### config.mk
export PLATFORM = sky130hd
export DESIGN_NAME = lfsr_stream_gen
export DESIGN_NICKNAME = d
export VERILOG_FILES = /design/src/rtl/lfsr_stream_gen.sv
export SDC_FILE = /design/constraint.sdc
export NUM_CORES = 1
export LEC_CHECK = 0
export BUFFER_PORTS_ARGS = -buffer_cell sky130_fd_sc_hd__buf_2
export CORE_MARGIN = 2
export CORE_UTILIZATION = 50
export DETAILED_ROUTE_END_ITERATION = 8
export PLACE_DENSITY = 0.74
export SLEW_MARGIN = 20
export SYNTH_ARGS = -nofsm -noshare
export SYNTH_HDL_FRONTEND = slang
export SYNTH_SLANG_ARGS = --single-unit
### constraint.sdc
create_clock -name clk -period 2.75 [get_ports clk]
set_input_delay 0.55 -clock clk [delete_from_list [all_inputs] [get_ports clk]]
set_output_delay 0.55 -clock clk [all_outputs]
set_load 0.02 [all_outputs]
### src/rtl/lfsr_stream_gen.sv
// Fibonacci LFSR advancing STEP bits per cycle, delivered over a valid/ready stream.
// Supports runtime reseed, zero-seed protection, lock-up recovery and a period-wrap pulse.
module lfsr_stream_gen #(
  parameter int unsigned      WIDTH = 16,
  parameter logic [WIDTH-1:0] TAPS  = 16'hB400,
  parameter int unsigned      STEP  = 6,
  parameter logic [WIDTH-1:0] INIT  = 16'hBEEF
) (
  input  logic             clk,
  input  logic             rst,
  input  logic             en,
  input  logic             seed_vld,
  input  logic [WIDTH-1:0] seed,
  output logic             out_vld,
  input  logic             out_rdy,
  output logic [STEP-1:0]  out,
  output logic [WIDTH-1:0] state,
  output logic             wrap,
  output logic             lock_err,
  output logic             seed_err
);

  typedef enum logic {FILL, RUN} fsm_t;

  fsm_t             fsm_q, fsm_d;
  logic [WIDTH-1:0] start_q;
  logic [WIDTH-1:0] nxt_raw;
  logic [WIDTH-1:0] nxt_state;
  logic [WIDTH-1:0] seed_fix;
  logic [STEP-1:0]  chunk;
  logic             fb;
  logic             adv;
  logic             fire;
  logic             nxt_zero;

  assign out_vld = (fsm_q == RUN);
  assign fire    = out_vld & out_rdy;

  // Unrolled STEP single steps; the first generated bit lands in the chunk MSB.
  always_comb begin
    nxt_raw = state;
    chunk   = '0;
    fb      = 1'b0;
    for (int unsigned i = 0; i < STEP; i++) begin
      fb      = ^(nxt_raw & TAPS);
      nxt_raw = {nxt_raw[WIDTH-2:0], fb};
      chunk   = STEP'({chunk, fb});
    end
  end

  assign nxt_zero  = (nxt_raw == '0);
  assign nxt_state = nxt_zero ? INIT : nxt_raw;
  assign seed_fix  = (seed == '0) ? INIT : seed;

  always_comb begin
    fsm_d = fsm_q;
    adv   = 1'b0;
    if (seed_vld) begin
      fsm_d = FILL;
    end else begin
      case (fsm_q)
        FILL: begin
          if (en) begin
            adv   = 1'b1;
            fsm_d = RUN;
          end
        end
        RUN: begin
          if (fire) begin
            if (en) adv = 1'b1;
            else    fsm_d = FILL;
          end
        end
        default: fsm_d = FILL;
      endcase
    end
  end

  always_ff @(posedge clk) begin
    if (rst) begin
      fsm_q    <= FILL;
      state    <= INIT;
      start_q  <= INIT;
      out      <= '0;
      wrap     <= 1'b0;
      lock_err <= 1'b0;
      seed_err <= 1'b0;
    end else begin
      fsm_q    <= fsm_d;
      wrap     <= 1'b0;
      lock_err <= 1'b0;
      if (seed_vld) begin
        state   <= seed_fix;
        start_q <= seed_fix;
        if (seed == '0) seed_err <= 1'b1;
      end else if (adv) begin
        out      <= chunk;
        state    <= nxt_state;
        wrap     <= (nxt_state == start_q);
        lock_err <= nxt_zero;
        if (nxt_zero) start_q <= INIT;
      end
    end
  end

endmodule

# --- Yosys cells after proc, flatten, opt, wreduce, memory -nomap -nowiden ---
# Index checks and enable logic that the tools add are counted.
totals:
  reg_bits: 42
  latchBits: 0
  ramBits: 0
  rom_bits: 0
  inputBits: 21
  output_inout_bits: 26
  word_cells: 40
  mem_count: 0
classes:
  add_sub_neg: 0
  multipliers: 0
  n_div: 0
  magnitude_cmp: 0
  eq_ne: 1
  shifts: 0
  mux: 13
  n_bitwise: 4
  n_reduce_logical: 15
ops:
  columns: ["operator", "count"]
  rows:
  - ["2-to-1 mux 16 bit", 7]
  - ["XOR reduction 16 bit", 6]
  - ["logical NOT 16 bit", 2]
  - ["equality test 16 bit", 1]
  - ["AND reduction 2 bit", 3]
  - ["2-to-1 mux 1 bit", 4]
  - ["case mux 1 bit (2 select lines)", 2]
  - ["nonzero test 2 bit", 2]
  - ["inverter 1 bit", 3]
  - ["OR reduction 3 bit", 1]
  - ["OR reduction 2 bit", 1]
  - ["bitwise AND 1 bit", 1]

# --- Logic depth before layout (Yosys ltp) ---
# Gate-level depths: netlist of run 1.
logic_depth:
  word_depth: 6
  ltp_mapped: 10
  mapped_depth_nobuf: 8

# --- Least setup slack after synthesis of run 1 ---
# Ideal clock, no wire load.
synth_timing:
  kind: "flip-flop to flip-flop"
  from: "reg state[8]"
  to: "reg start_q[3]"
  setup_time_ns: 0.129
  arrival_ns: 2.183
  slack_ns: 0.437
  path_stages_with_launch: 11
  path_buffers: 2
  path_cell_list: "dfxtp_1 -> inv_1 -> ha_1 -> xnor2_1 -> xor2_1 -> and4_1 -> buf_6 -> a41o_4 -> buf_6 -> o22ai_1 -> nand2_1"
synth_via:
  elab_chain_cells: 4
  word_cells_on_any_way: 6
  cone_classes: "reduce/logical (6)"
synth_lines:
  columns: ["element", "line", "source"]
  rows:
  - ["start: declaration", "17", "output logic [WIDTH-1:0] state,"]
  - ["start signal: assignment", "93", "state <= seed_fix;"]
  - ["start signal: assignment", "98", "state <= nxt_state;"]
  - ["XOR reduction 16 bit", "45", "fb = ^(nxt_raw & TAPS);"]
  - ["logical NOT 16 bit (*)", "51", "assign nxt_zero = (nxt_raw == '0);"]
  - ["nonzero test 2 bit (no source line) (*)", null, null]
  - ["AND reduction 2 bit (no source line) (*)", null, null]
  - ["end signal: assignment", "94", "start_q <= seed_fix;"]
  - ["end: declaration", "26", "logic [WIDTH-1:0] start_q;"]
# Every way passes the cells marked *; elsewhere a longest branch is shown, timed or not.
# A chain may end at the register's enable or synchronous reset.

# --- Worst setup path in the final report of run 1 ---
layout_timing:
  from: "reg state[8]"
  to: "reg wrap"
layout_via:
  elab_chain_cells: 4
  word_cells_on_any_way: 6
  cone_classes: "eq/ne (1); mux (1); reduce/logical (4)"
layout_lines:
  columns: ["element", "line", "source"]
  rows:
  - ["XOR reduction 16 bit", "45", null]
  - ["logical NOT 16 bit", "51", null]
  - ["2-to-1 mux 16 bit (*)", "52", "assign nxt_state = nxt_zero ? INIT : nxt_raw;"]
  - ["equality test 16 bit (*)", "99", "wrap <= (nxt_state == start_q);"]
  - ["end signal: assignment", "99", null]
  - ["end: declaration", "18", "output logic wrap,"]
# Marks and branches as above.

==> results of run 1 <==
## through the flow
stage | instances | power (mW) | instance area [µm²] | util [%] | hold WS, ns
6_report | 338 | 1.71 | 2580 | 60.2 | 0.477
5_1_grt | 338 | 1.77 | 2580 | 60.2 | 0.491
4_1_cts | 338 | 1.70 | 2580 | 60.2 | 0.478
3_5_place_dp | 330 | 1.10 | 2440 | 56.9 | 0.462
3_3_place_gp | 330 | 1.09 | 2440 | 56.9 | 0.458
2_1_floorplan | 244 | 0.983 | 2200 | - | 0.444
## worst max-delay path, delay by kind of cell, from the launching register on
kind | cells | cell delay [ns]
AO/OA/AOI/OAI | 1 | 0.22
flip-flops | 1 | 0.50
XOR/XNOR | 2 | 0.45
AND/OR/NAND/NOR | 3 | 0.86
adder cells (fa/ha/maj) | 1 | 0.32
buffers and inverters | 1 | 0.13
## final cells by class
| class | instances | share of cell area [%] |
|---|---|---|
| clock buffers | 6 | 3.19 |
| clock inverters | 2 | 2.32 |
| inverters | 12 | 1.74 |
| multi-input cells | 174 | 47.6 |
| flip-flops and latches | 42 | 32.5 |
| well taps | 52 | 2.52 |
| repair buffers | 50 | 10.1 |
## power by group
part	switching, mW	total [mW]	internal (mW)
clock	0.224	0.611	0.387
combinational	0.235	0.393	0.158
sequential	0.0524	0.701	0.648
## worst paths after layout
check	to	slack (ns)
worst min-delay path	out[1]$_SDFFE_PP0P_	0.48
worst max register to register	wrap$_SDFF_PP0_	0.23
worst max-delay path	wrap$_SDFF_PP0_	0.23
worst min register to register	out[1]$_SDFFE_PP0P_	0.48
## registers in the layout, summed over array words and instances, names as in the netlist
signal / flops
state: 16
wrap: 1
out_vld: 1
out: 6
seed_err: 1
start_q: 16
lock_err: 1
## cells in the final DEF, fill, tap and decap left out, drive strengths merged, types with 2 or more instances in the layout
cell    netlist  routed
buf           6      50
dfxtp        42      42
nand2        24      24
o21ai        18      18
xnor2        17      17
o22ai        16      16
nand3        14      14
inv          12      12
nor2         12      12
a21oi         8       8
o221ai        8       8
nor4          7       7
a211oi        6       6
clkbuf       10       6
xor2          5       5
nor3          4       4
and3          4       4
a21o          3       3
nand2b        2       2
and4          2       2
a221oi        2       2
a22oi         2       2
nand4         2       2
o211ai        2       2
bufinv        0       2
## kinds of logic after synthesis
| kind of cell | synth area share (%) |
|---|---|
| and+or+nand+nor | 17.9 |
| xor gates and xnor gates | 11.1 |
| DFF | 38.2 |
| AOI/OAI and AO/OA | 26.3 |
| adders and majority gates | 0.568 |
| buffers and inverters | 5.85 |
## repair_timing
action | in CTS | in global routing
endpoints found under the setup margin | 0 | 7
resized for setup | 0 | 1
hold buffers | 0 | 0
setup buffers | 0 | 0
## layer usage
| metal | vias to the layer above | wire, µm | GRT usage [%] |
|---|---|---|---|
| li1 | 987 | - | - |
| met1 | 988 | 2550 | 33.9 |
| met2 | 112 | 2870 | 40.0 |
| met3 | 17 | 502 | 6.49 |
| met4 | 0 | 157 | 7.48 |
| met5 | - | 0 | 0 |
==> impl_metrics.tcl, run 1 <==
set metrics [dict create \
    outcome "complete, no violations" \
    ioPinCount 47 \
    leakage_nw 1.10 \
    end_kind "flip-flop" \
    fp.dieArea_um2 4950 \
    antenna_found_initial 0 \
    worstSetupPathType "flip-flop to flip-flop" \
    drive_gt1_share_pct 28.7 \
    setup_tns_ns 0 \
    setup_slack_ns 0.226 \
    std_cell_rows 24 \
    cts_made_buffers 5 \
    vias_per_cell 6.22 \
    yosys.area.top_type_share_pct 38.2 \
    grt_max_degree 29 \
    grt_pass1_wl_mm 9.79 \
    synth-edff-count 0 \
    post_drt_wl_per_cell_um 18.0 \
    slew_headroom_pct 47.6 \
    clock_latency_ns 0.31 \
    io_buffers 46 \
    nFillCells 406 \
    grt_pass1_vias 1865 \
    ctsHtreeMaxLevel 2 \
    hpwl_mm 4.40 \
    drtPass1Iterations 5 \
    synth_area_leader_cell "dfxtp_1" \
    cts.sinks 42 \
    ff_latch_area_um2 841 \
    nNetsFinal 307 \
    vias 2104 \
    rsz0062_at_grt "false" \
    ys_ff_latch 42 \
    cp_slowest_stage_delay_ns 0.50 \
    slowest_stage "dfxtp_1" \
    netlist_top_cells_count "42 x dfxtp_1, 24 x nand2_1, 18 x o21ai_0" \
    worstSetupStartpoint "state[8]$_SDFFE_PP0P_" \
    cts_buffer_depth 2 \
    core-area_um2 4290 \
    synth_warnings 0 \
    arrival_ns 2.77 \
    drv_cap 0 \
    clk_pin_slew_ns 0.09 \
    syn_nets 266 \
    synth.area.top_cells "dfxtp_1 38%, xnor2_2 5.2%, o22ai_2 5.1%" \
    crit_chain "inv_1 -> ha_1 -> xnor2_1 -> xor2_1 -> and4_1 -> nand3_4 -> nor4_2 -> o221a_1" \
    async_reset_ff_share_pct 0 \
    clock_skew_ns 0.00882 \
    grt_usage_pct 25.3 \
    yosysMostFrequentCell "dfxtp_1" \
    place.gp.congestion 0.926 \
    ys_seq_area_share_pct 38.2 \
    syn_area_per_cell_um2 9.02 \
    die_height_um 70.3 \
    drc 0 \
    wl_mm 6.08 \
    holdPathStages 2 \
    ys_types 48 \
    die_w_um 70.3 \
    min_path_type "flip-flop to flip-flop" \
    fmax_mhz 396 \
    worstReg2RegStart "state[8]$_SDFFE_PP0P_" \
    netlist_instances 244 \
    tightest_slew_ns 0.784 \
    multiInputGateArea_um2 1230 \
    root_buffer "clkbuf_8" \
    cp_max_fo 6 \
    setup_viol_count_final 0 \
    num_antenna_cells 0 \
    post-route-period-util_pct 91.8 \
    area_growth_pct 17.5 \
    required_ns 3.00 \
    syn_area_um2 2200 \
    maxSlewViolCount 0 \
    hold_violations 0 \
    start_util_pct 51.3 \
    drt-initial-drc-count 218 \
    hp-start "out[1]$_SDFFE_PP0P_" \
    dp_slack_ns 0.268 \
    rr_worst_depth 8 \
    ys.flop_type "dfxtp_1" \
    antenna_left 0 \
    min_period_ns 2.52 \
    cp-start-kind "flip-flop" \
    ir_drop_mv 0.374 \
    powerDensity_nw_per_um2 660 \
    grt_overflow_total 0 \
    cts_tree "built" \
]
No activity file was read; power rests on OpenSTA's default activity.
==> inputs of run 2 (changes only) <==
ABC_AREA = 1   (was not set)
PLACE_DENSITY = 0.73   (was 0.74)
==> run 2 against run 1 <==
  * Register-to-register slack improved by 0.03 ns
  * Critical endpoint is now state[15]$_SDFFE_PP1P_
  * Final cell count up 39%
  * Clock power fell by 34%
  * Combinational power is 9.9% higher
  * Maximum frequency is 1.1% higher
  * Flip-flop and latch count unchanged
==> impl_metrics.tcl, run 2 <==
set metrics [dict create \
    required_ns 2.91 \
    antenna_found_initial 0 \
    post_cts_resized 0 \
    tightest_slew_ns 0.441 \
    grt_usage_pct 26.3 \
    rsz0062_at_grt "false" \
    ys_types 32 \
    drt-initial-drc-count 250 \
    clock_skew_ns 0.0121 \
    cts.sinks 42 \
    cp_max_fo 30 \
    grt_overflow_total 0 \
    yosysMostFrequentCell "nand2_1" \
    syn_area_um2 2450 \
    nNetsFinal 425 \
    ioPinCount 47 \
    syn_area_per_cell_um2 6.76 \
    ys_ff_latch 42 \
    fmax_mhz 401 \
    clock_latency_ns 0.30 \
    top_regs "start_q (16), state (16), out (6)" \
    die_w_um 74.0 \
    ys_seq_area_share_pct 34.3 \
    clk_pin_slew_ns 0.08 \
    cts-hold-fix-buffers 0 \
    ff_latch_area_um2 841 \
    cts_made_buffers 5 \
    nFillCells 453 \
    synth.area.top_cells "dfxtp_1 34%, nand2_1 15%, o211ai_1 8.3%" \
    place.gp.congestion 0.894 \
    final_common_cell "nand2_1" \
    arrival_ns 2.65 \
    root_buffer "clkbuf_8" \
    syn_nets 384 \
    drive_gt1_share_pct 19.8 \
    grt_max_degree 31 \
    vias 2614 \
    yosys.area.top_type_share_pct 34.3 \
    num_antenna_cells 0 \
    reg2reg_slack_ns 0.25 \
    ctsHtreeMaxLevel 2 \
    min_period_ns 2.50 \
    hold_violations 0 \
    die_height_um 74.0 \
    ys.flop_type "dfxtp_1" \
    io_buffers 46 \
    start_util_pct 51.8 \
    drtPass1Iterations 5 \
    final_area_um2 2780 \
    drc 0 \
    post_drt_wl_per_cell_um 15.0 \
    min_path_type "flip-flop to flip-flop" \
    end_kind "flip-flop" \
    worstSetupPathType "flip-flop to flip-flop" \
    holdPathStages 1 \
    setup_viol_count_final 0 \
    slew_headroom_pct 70.6 \
    place_area_um2 2690 \
    grt_pass1_vias 2232 \
    synth-edff-count 0 \
    area_growth_pct 13.3 \
    multiInputGateArea_um2 1290 \
    synth_area_leader_cell "dfxtp_1" \
    std_cell_rows 25 \
    post-route-period-util_pct 90.8 \
    netlist_top_cells_count "101 x nand2_1, 42 x dfxtp_1, 42 x inv_1" \
    grt_pass1_wl_mm 10.9 \
    antenna_left 0 \
    async_reset_ff_share_pct 0 \
    cp-start-kind "flip-flop" \
    setup_tns_ns 0 \
    netlist_instances 362 \
    wl_mm 7.05 \
    hpwl_mm 5.10 \
    vias_per_cell 5.55 \
    fp.dieArea_um2 5470 \
    drv_cap 0 \
    cts_tree "built" \
    rr_worst_depth 13 \
    synth_warnings 0 \
    maxSlewViolCount 0 \
    leakage_nw 1.42 \
    final_cell_mix "101 x nand2_1, 46 x buf_2, 42 x inv_1, 42 x dfxtp_1" \
    core-area_um2 4720 \
    cts_buffer_depth 2 \
    outcome "complete, no violations" \
    powerDensity_nw_per_um2 553 \
    cts_setup_buffers 0 \
    ir_drop_mv 0.260 \
]
==> run 2: worst paths after layout <==
| kind | start | endpoint |
|---|---|---|
| hold reg to reg | seed_err$_SDFFE_PP0P_ | seed_err$_SDFFE_PP0P_ |
| setup / recovery | state[9]$_SDFFE_PP1P_ | state[15]$_SDFFE_PP1P_ |
| hold / removal | seed_err$_SDFFE_PP0P_ | seed_err$_SDFFE_PP0P_ |
| setup reg to reg | state[9]$_SDFFE_PP1P_ | state[15]$_SDFFE_PP1P_ |
==> run 2: per-layer routing <==
metal,up-vias,global-route usage [%],share of wire [%]
li1,1272,-,-
met4,0,8.48,2.2
met5,-,0,0
met1,1193,36.8,44
met2,129,40.5,47
met3,20,5.96,7.5
==> run 2: layout make-up <==
class,instances,area share [%]
clock inverters,2,0.496
well taps,67,3.02
multi-input cells,250,46.6
clock buffers,6,2.61
flip-flops and latches,42,30.3
inverters,52,7.03
repair buffers,52,9.92
==> run 2: per-stage QoR <==
step	cells	hold WS (ns)	worst slack (ns)	power (mW)	util, %
CTS	471	0.474	0.330	1.53	58.8
detailed placement	463	0.453	0.358	1.13	56.9
floorplan	362	0.442	0.659	1.01	-
global placement	463	0.446	0.426	1.13	56.9
global route	471	0.491	0.0572	1.61	58.8
finish	471	0.469	0.254	1.54	58.8
==> run 2: logic make-up (layout without fill, tap and decap cells) <==
logic type | after synthesis | count (layout) | synth area share (%)
compound gates | 67 | 67 | 18.8
xor+xnor | 7 | 7 | 2.50
fa+ha+maj | 1 | 1 | 0.511
buf+inv | 70 | 112 | 12.8
flops | 42 | 42 | 34.3
simple gates | 175 | 175 | 31.0
==> run 2: critical path, cell delays in order (launching register included) <==
cell	delay, ns
dfxtp_1	0.45
inv_1	0.16
ha_1	0.34
inv_1	0.09
nand2_1	0.05
nand3_1	0.11
nand2_2	0.09
nand3_2	0.08
nor2_2	0.05
nand2_4	0.05
buf_4	0.31
nand2_1	0.14
o221ai_1	0.31
nand3_1	0.13
==> run 2: where the power goes <==
part | internal, mW | switching [mW] | total (mW)
logic | 0.150 | 0.282 | 0.432
clock network | 0.180 | 0.226 | 0.406
registers | 0.651 | 0.0465 | 0.698
==> inputs of run 3 (changes only) <==
CORE_MARGIN = 4   (was 2)
CTS_CLUSTER_SIZE = 14   (was not set)
clock period = 2.4 ns   (was 2.75 ns; I/O delays follow)
==> run 3 against run 2 <==
  * Clock power rose by 66%
  * Critical path depth did not move
  * Count of clock-buffer cells in the layout fell by 1
==> impl_metrics.tcl, run 3 (same netlist as run 2, synthesis figures left out) <==
set metrics [dict create \
    top_regs "start_q (16), state (16), out (6)" \
    end_kind "flip-flop" \
    fmax_mhz 455 \
    drc 0 \
    ctsHtreeMaxLevel 2 \
    setup_viol_count_final 0 \
    maxSlewViolCount 0 \
    cp-start-kind "flip-flop" \
    setup_slack_ns 0.202 \
    grt_usage_pct 23.2 \
    tightest_slew_ns 0.421 \
    num_antenna_cells 0 \
    wl_mm 6.83 \
    min_path_type "input pin to flip-flop" \
    drt-initial-drc-count 279 \
    fp.dieArea_um2 6080 \
    setup_tns_ns 0 \
    grt_max_degree 32 \
    io_buffers 46 \
    drtPass1Iterations 5 \
    vias_per_cell 5.30 \
    grt_overflow_total 0 \
    reg2reg_slack_ns 0.20 \
    antenna_found_initial 0 \
    ioPinCount 47 \
    hpwl_mm 5.17 \
    arrival_ns 2.42 \
    worstSetupPathType "flip-flop to flip-flop" \
    powerDensity_nw_per_um2 689 \
    drv_cap 0 \
    std_cell_rows 25 \
    required_ns 2.62 \
    cts-hold-fix-buffers 0 \
    dp_slack_ns 0.152 \
    vias 2507 \
    start_util_pct 51.8 \
    cts_setup_buffers 0 \
    clock_skew_ns 0.00429 \
    final_common_cell "nand2_1" \
    antenna_left 0 \
    post-route-period-util_pct 91.6 \
    area_growth_pct 16.8 \
    final_area_um2 2860 \
    final_cell_mix "101 x nand2_1, 46 x buf_2, 42 x inv_1, 42 x dfxtp_1" \
    slew_headroom_pct 71.9 \
    rsz0062_at_grt "false" \
    post_cts_resized 0 \
    hold_violations 0 \
    report.power.total_mw 1.97 \
    clock_latency_ns 0.30 \
    cts_made_buffers 5 \
    core-area_um2 4720 \
    post_drt_wl_per_cell_um 14.4 \
    nNetsFinal 427 \
    cp_max_fo 31 \
    grt_pass1_wl_mm 11.2 \
    min_period_ns 2.20 \
    root_buffer "clkbuf_8" \
    nFillCells 449 \
    place.gp.congestion 0.896 \
    cts_buffer_depth 2 \
    ir_drop_mv 0.350 \
    cts.sinks 42 \
    die_w_um 78.0 \
    drive_gt1_share_pct 20.4 \
    outcome "complete, no violations" \
    cts_tree "built" \
    die_height_um 78.0 \
    grt_pass1_vias 2298 \
    place_area_um2 2700 \
    leakage_nw 1.44 \
    clk_pin_slew_ns 0.08 \
]
==> run 3: metrics by stage <==
step	hold WS [ns]	utilization (%)	cells
global route	0.439	60.5	473
finish	0.440	60.5	473
CTS	0.429	60.2	473
floorplan	0.442	-	362
detailed placement	0.470	57.2	465
global placement	0.448	57.2	465
==> run 3: layout make-up <==
| class | instances | area, µm² | share of cell area, % |
|---|---|---|---|
| clock buffers | 5 | 68.8 | 2.41 |
| clock inverters | 3 | 68.8 | 2.41 |
| inverters | 52 | 195 | 6.83 |
| multi-input cells | 250 | 1310 | 45.7 |
| flip-flops and latches | 42 | 841 | 29.4 |
| well taps | 67 | 83.8 | 2.93 |
| repair buffers | 54 | 294 | 10.3 |
==> run 3: worst paths after layout <==
| check | start | to | cells past startpoint |
|---|---|---|---|
| setup / recovery | state[9]$_SDFFE_PP1P_ | start_q[15]$_SDFFE_PP1P_ | 13 |
| hold / removal | rst | start_q[8]$_SDFFE_PP0P_ | 2 |
| setup reg to reg | state[9]$_SDFFE_PP1P_ | start_q[15]$_SDFFE_PP1P_ | 13 |
| hold reg to reg | start_q[8]$_SDFFE_PP0P_ | start_q[8]$_SDFFE_PP0P_ | 2 |
==> run 3: layer usage <==
metal / up-vias / routed length (µm) / track usage [%]
met5: - / 0 / 0
met4: 0 / 248 / 10.1
met3: 21 / 480 / 4.06
met2: 93 / 2950 / 35.3
met1: 1115 / 3150 / 32.0
li1: 1278 / - / -
==> run 3: critical path: stages (launching register included) <==
cell,delay [ns]
dfxtp_1,0.34
inv_1,0.08
ha_1,0.33
inv_1,0.07
nand2_1,0.07
nand3_1,0.07
nand2_2,0.12
nand3_2,0.09
nor2_4,0.17
nand2_8,0.16
o21ai_2,0.19
buf_6,0.21
o21ai_0,0.11
o211ai_1,0.09
==> run 3: where the power goes <==
group | internal, mW | leakage, nW | switching [mW]
Combinational | 0.178 | 1.02 | 0.321
Sequential | 0.746 | 0.348 | 0.0508
Clock | 0.417 | 0.0683 | 0.257
Total | 1.34 | 1.44 | 0.629
